===== config.mk =====
export PLATFORM = sky130hd
export DESIGN_NAME = irq_dispatch_4
export DESIGN_NICKNAME = d
export VERILOG_FILES = /design/src/rtl/irq_dispatch_4.sv
export SDC_FILE = /design/constraint.sdc
export NUM_CORES = 1
export LEC_CHECK = 0
export ABC_AREA = 1
export CORE_MARGIN = 1
export CORE_UTILIZATION = 40
export DETAILED_ROUTE_END_ITERATION = 6
export PLACE_DENSITY = 0.75
export SYNTH_ARGS = -nofsm -noshare
export SYNTH_HDL_FRONTEND = slang
export SYNTH_SLANG_ARGS = --single-unit

===== constraint.sdc =====
create_clock -name clk -period 3.44 [get_ports clk]
set_input_delay 0.516 -clock clk [delete_from_list [all_inputs] [get_ports clk]]
set_output_delay 0.516 -clock clk [all_outputs]
set_load 0.02 [all_outputs]

===== src/rtl/irq_dispatch_4.sv =====
// irq_dispatch_4: 4-line edge-capturing interrupt dispatcher with an
// offer/ack handshake, fixed priority (3 highest) and an offer timeout.
// Ports:
//   clk, rst_n  clock and async active-low reset
//   req, mask   level request lines and dispatch-block mask
//   irq_valid   an offer is live
//   irq_id      offered line index
//   irq_ack     consumer accepts the offer
//   pending     captured events
//   timeout     one-cycle pulse when an offer is withdrawn
module irq_dispatch_4 #(
  parameter int unsigned TIMEOUT_CYC = 8
) (
  input  logic       clk,
  input  logic       rst_n,
  input  logic [3:0] req,
  input  logic [3:0] mask,
  output logic       irq_valid,
  output logic [1:0] irq_id,
  input  logic       irq_ack,
  output logic [3:0] pending,
  output logic       timeout
);

  typedef enum logic {
    IDLE,
    OFFER
  } state_t;

  localparam logic [3:0] CNT_LAST =
    4'(TIMEOUT_CYC - 1);

  state_t     state;
  logic [3:0] req_q;
  logic [3:0] cnt;
  logic [3:0] ev;
  logic [3:0] clr;
  logic [3:0] cand;
  logic [1:0] top;
  logic       take;

  assign ev   = req & ~req_q;
  assign take = irq_valid & irq_ack;
  assign cand = pending & ~mask;

  always_comb begin
    clr = '0;
    if (take) begin
      unique case (irq_id)
        2'd0: clr = 4'b0001;
        2'd1: clr = 4'b0010;
        2'd2: clr = 4'b0100;
        2'd3: clr = 4'b1000;
        default: clr = '0;
      endcase
    end
  end

  always_comb begin
    top = 2'd0;
    if (cand[3])      top = 2'd3;
    else if (cand[2]) top = 2'd2;
    else if (cand[1]) top = 2'd1;
    else              top = 2'd0;
  end

  always_ff @(posedge clk or negedge rst_n) begin
    if (!rst_n) begin
      state     <= IDLE;
      req_q     <= '0;
      pending   <= '0;
      irq_valid <= 1'b0;
      irq_id    <= '0;
      timeout   <= 1'b0;
      cnt       <= '0;
    end else begin
      req_q   <= req;
      // new events override an ack clear of the same bit
      pending <= (pending & ~clr) | ev;
      timeout <= 1'b0;
      unique case (state)
        IDLE: begin
          if (|cand) begin
            state     <= OFFER;
            irq_id    <= top;
            irq_valid <= 1'b1;
            cnt       <= '0;
          end
        end
        OFFER: begin
          if (irq_ack) begin
            state     <= IDLE;
            irq_valid <= 1'b0;
          end else if (cnt == CNT_LAST) begin
            state     <= IDLE;
            irq_valid <= 1'b0;
            timeout   <= 1'b1;
          end else begin
            cnt <= cnt + 4'd1;
          end
        end
        default: begin
          state     <= IDLE;
          irq_valid <= 1'b0;
        end
      endcase
    end
  end

endmodule


; Yosys cells after proc, flatten, opt, wreduce, memory -nomap -nowiden
; Cells that the tools add are included.
[word_totals]
ff_bits = 17
latch_bits = 0
mem_bits_rw = 0
romBits = 0
in_bits = 11
output_inout_bits = 8
elab_cells = 50
n_memories = 0
[classes]
add_sub_neg = 1
mul = 0
div_mod_pow = 0
magnitude_cmp = 0
n_eq_ne = 8
shifts = 0
n_mux = 20
bitwise_logic = 9
n_reduce_logical = 5
[op_table]
columns = op, count
row1 = $mux 4, 4
row2 = $pmux 4 s4, 1
row3 = $and 4x4->4, 3
row4 = $not 4->4, 3
row5 = $mux 1, 10
row6 = $pmux 4 s2, 1
row7 = $ne 2x2->1 const B, 3
row8 = $add 4x1->4 const B, 1
row9 = $eq 2x2->1 const B, 2
row10 = $eq 4x3->1 const B, 1
row11 = $mux 2, 2
row12 = $or 4x4->4, 1
row13 = $pmux 1 s2, 2
row14 = $reduce_and 2->1, 2
row15 = $reduce_or 4->1, 1
row16 = $ne 3x2->1 const B, 1
row17 = $reduce_and 3->1, 1
row18 = $eq 2x1->1 const B, 1
row19 = $logic_not 2->1, 1
row20 = $and 1x1->1, 1
row21 = $not 1->1, 1

; Longest topological paths before layout
[logic_depth]
word_depth = 6
mapped_depth = 7
depth_no_buf = 7

; Worst setup path after synthesis
; OpenSTA, ideal clock, no wires.
[synth_path]
path_type = input to register
start = in mask[1]
end = reg cnt[2]
setup_ps = 117
arrival_ps = 994
required_ps = 3323
path_slack_ps = 2329
path_stages = 7
n_path_buf = 0
cell_sequence = inv_1 > nand2_1 > nand2_1 > nand2_1 > nand3_2 > nand2_1 > nand2_1
[synth_via]
elab_chain_len = 5
[synth_rtl]
columns = element, line_no
row1 = "start, declared", 17  ; input logic [3:0] mask,
row2 = $not 4->4, 44  ; assign cand = pending & ~mask;
row3 = $and 4x4->4, 44
row4 = $reduce_or 4->1, 83  ; if (|cand) begin
row5 = $ne 2x2->1 (no line), --
row6 = $reduce_and 3->1 (no line), --
row7 = "end signal, assigned", 99  ; cnt <= cnt + 4'd1;
row8 = "end, declared", 35  ; logic [3:0] cnt;
; No other way between the ends.
; A chain may end at the register's enable or synchronous reset.

; Worst setup path after layout
[layout_path]
start = reg irq_id[0]
end = out irq_id[0]
[layout_rtl]
columns = element, line_no
row1 = "start, declared", 19  ; output logic [1:0] irq_id,
row2 = "start signal, assigned", 85  ; irq_id <= top;
; No word-level cell between the ends.

==> results.json <==
{
  "cts_tree": "done",
  "p_leak_nw": 0.482,
  "drc": 0,
  "finalCriticalPeriod_ps": 1830,
  "fin_ws_ps": 1610,
  "vias_per_cell": 4.65,
  "place_ws_ps": 1750,
  "drt-total-wl_mm": 1.40,
  "port_buffers": 18,
  "synth_nets": 93,
  "min_period_over_period": 0.532,
  "dpl.hpwl_mm": 1.11,
  "tightest_slew_ps": 727,
  "finalNonFillerCells": 128,
  "coreArea_sq_um": 1750,
  "grt_max_degree": 18,
  "ir_drop_mv": 0.375,
  "synth_top_area_frac": 0.570,
  "syn_to_final_growth_pct": 31.8,
  "antenna_left": 0,
  "cts_resized": 0,
  "skew_ps": 4.79,
  "n_antenna_cell": 0,
  "crit_path_start": "irq_id[0]",
  "synth_common_cells": "nand2_1 (21), dfrtp_1 (17), inv_1 (13)",
  "numCtsBuffers": 3,
  "cp_max_fo": 4,
  "post-route-util": 0.564,
  "ys_seq_area_frac": 0.570,
  "start_util": 0.428,
  "ios": 19,
  "synth_top_flop_cell": "dfrtp_1",
  "synth_edf_count": 0,
  "layout-drive-gt1-share": 0.0971,
  "p_total_w": 0.000753,
  "synth.area.top_cells": "dfrtp_1 (57%), nand2_1 (11%), inv_1 (6.5%)",
  "antenna_found_initial": 0,
  "drt_iter0_markers": 7,
  "setup-violations-final": 0,
  "grt_pass1_vias": 614,
  "fp.dieW_um": 45.2,
  "rows": 15,
  "grt_usage": 0.174,
  "place.gp.congestion": 0.742,
  "cp.required_ps": 2920,
  "synth_most_common_cell": "nand2_1",
  "clkLatencyLatePin_ps": 290,
  "clockBufferDepth": 2,
  "post_cts_buffers": 0,
  "power-per-cell-area_nw_per_um2": 765,
  "vias": 595,
  "drv_slew": 0,
  "dr.pass1.iters": 4,
  "placedCellCount": 124,
  "syn_area_sq_um": 747,
  "tns_ps": 0,
  "grt_overflow": 0,
  "cp_cell_sequence": "clkdlybuf4s50_1",
  "crit_type": "register to output pin",
  "yosys.area.top_type": "dfrtp_1",
  "worstPathArrival_ps": 1310,
  "clkSinkCount": 17,
  "crit_path_max_incr_delay_ps": 620,
  "ys_types": 18,
  "min_path_type": "register to register",
  "cp.buffers_inverters": 1,
  "finalHoldViolCount": 0,
  "worstSetupStartpointType": "register",
  "path_delay_family": "buffers and inverters",
  "syn_inst": 81,
  "dieArea_sq_um": 2040,
  "wl_per_cell_um": 10.9,
  "die_height_um": 45.2,
  "slowest_stage": "clkdlybuf4s50_1",
  "holdBufCountCts": 0,
  "root_buffer": "clkbuf_4",
  "syn_avg_cell_area_sq_um": 9.22,
  "worstHoldStart": "req_q[2]",
  "async_flop_share": 1.00,
  "drv_cap": 0,
  "status": "complete, no violations",
  "r2r-start": "cnt[0]",
  "synth-seq-cells": 17,
  "relSlewSlack": 0.514,
  "nets": 116,
  "rsz0062_at_grt": "false",
  "endpoint_kind": "output pin",
  "fmax_mhz": 547,
  "clk_pin_slew_ps": 90,
  "grt_first_pass_wirelength_mm": 2.47,
  "htree_levels": 1,
  "yosys_warnings": 0
}
==> cell families after synthesis <==
| group | count (synthesis) | synth area share |
|---|---|---|
| and+or+nand+nor | 37 | 0.253 |
| DFF | 17 | 0.570 |
| buffers and inverters | 14 | 0.0704 |
| AOI/OAI and AO/OA | 10 | 0.0670 |
| xor gates and xnor gates | 2 | 0.0235 |
| adders and majority gates | 1 | 0.0167 |
==> power by group <==
part | internal (W) | switching, W
combinational | 0.000142 | 0.000190
sequential | 0.000263 | 0.0000520
clock | 0.0000451 | 0.0000610
==> state kept, by name, summed over array words and instances (netlist names) <==
register,cells
irq_valid,1
pending,4
cnt,4
req_q,4
irq_id,2
timeout,1
state,1
==> per-layer routing <==
metal | share of wire | GRT usage | routed length, um | vias up
met2 | 0.48 | 0.275 | 678 | 14
met4 | 0.019 | 0.0909 | 27 | 0
li1 | - | - | - | 299
met3 | 0.026 | 0.0240 | 36 | 6
met1 | 0.47 | 0.230 | 659 | 276
met5 | 0 | 0 | 0 | -
==> cell type report <==
cell class / count / area, sq um
Multi-Input combinational cell: 50 / 269
Tap cell: 25 / 31.3
Timing Repair Buffer: 18 / 180
Sequential cell: 17 / 425
Inverter: 14 / 52.6
Fill cell: 173 / 761
Clock buffer: 4 / 26.3
==> cell usage in the layout (no fill, tap or decap) <==
| cell type | count |
|---|---|
| nor2_1 | 1 |
| or2_1 | 1 |
| nand3_1 | 3 |
| xor2_1 | 1 |
| nand4_1 | 4 |
| xnor2_1 | 1 |
| nor3_1 | 1 |
| inv_2 | 1 |
| inv_1 | 13 |
| nand3_2 | 2 |
| dfrtp_1 | 17 |
| ha_1 | 1 |
| clkbuf_1 | 1 |
| o21ai_0 | 8 |
| clkbuf_4 | 3 |
| nor2_4 | 1 |
| o21ai_1 | 2 |
| nand2_2 | 2 |
| nand2_4 | 1 |
| nand2_1 | 21 |
| clkdlybuf4s50_1 | 18 |
==> worst paths after layout <==
check | endpoint | slack [ps] | cells after the start
worst max-delay path | irq_id[0] | 1610 | 1
worst min-delay path | pending[2] | 420 | 1
worst max register to register | cnt[0] | 2240 | 5
worst min register to register | pending[2] | 420 | 1
max in group asynchronous | req_q[3] | 2330 | 1
min in group asynchronous | cnt[3] | 650 | 1
==> per-stage QoR <==
stage / hold WS [ps] / instance area [sq um]
floorplan: 220 / 747
global placement: 404 / 958
detailed placement: 414 / 958
CTS: 427 / 985
global route: 450 / 985
finish: 420 / 985
Power figures use the tool's default switching activity.
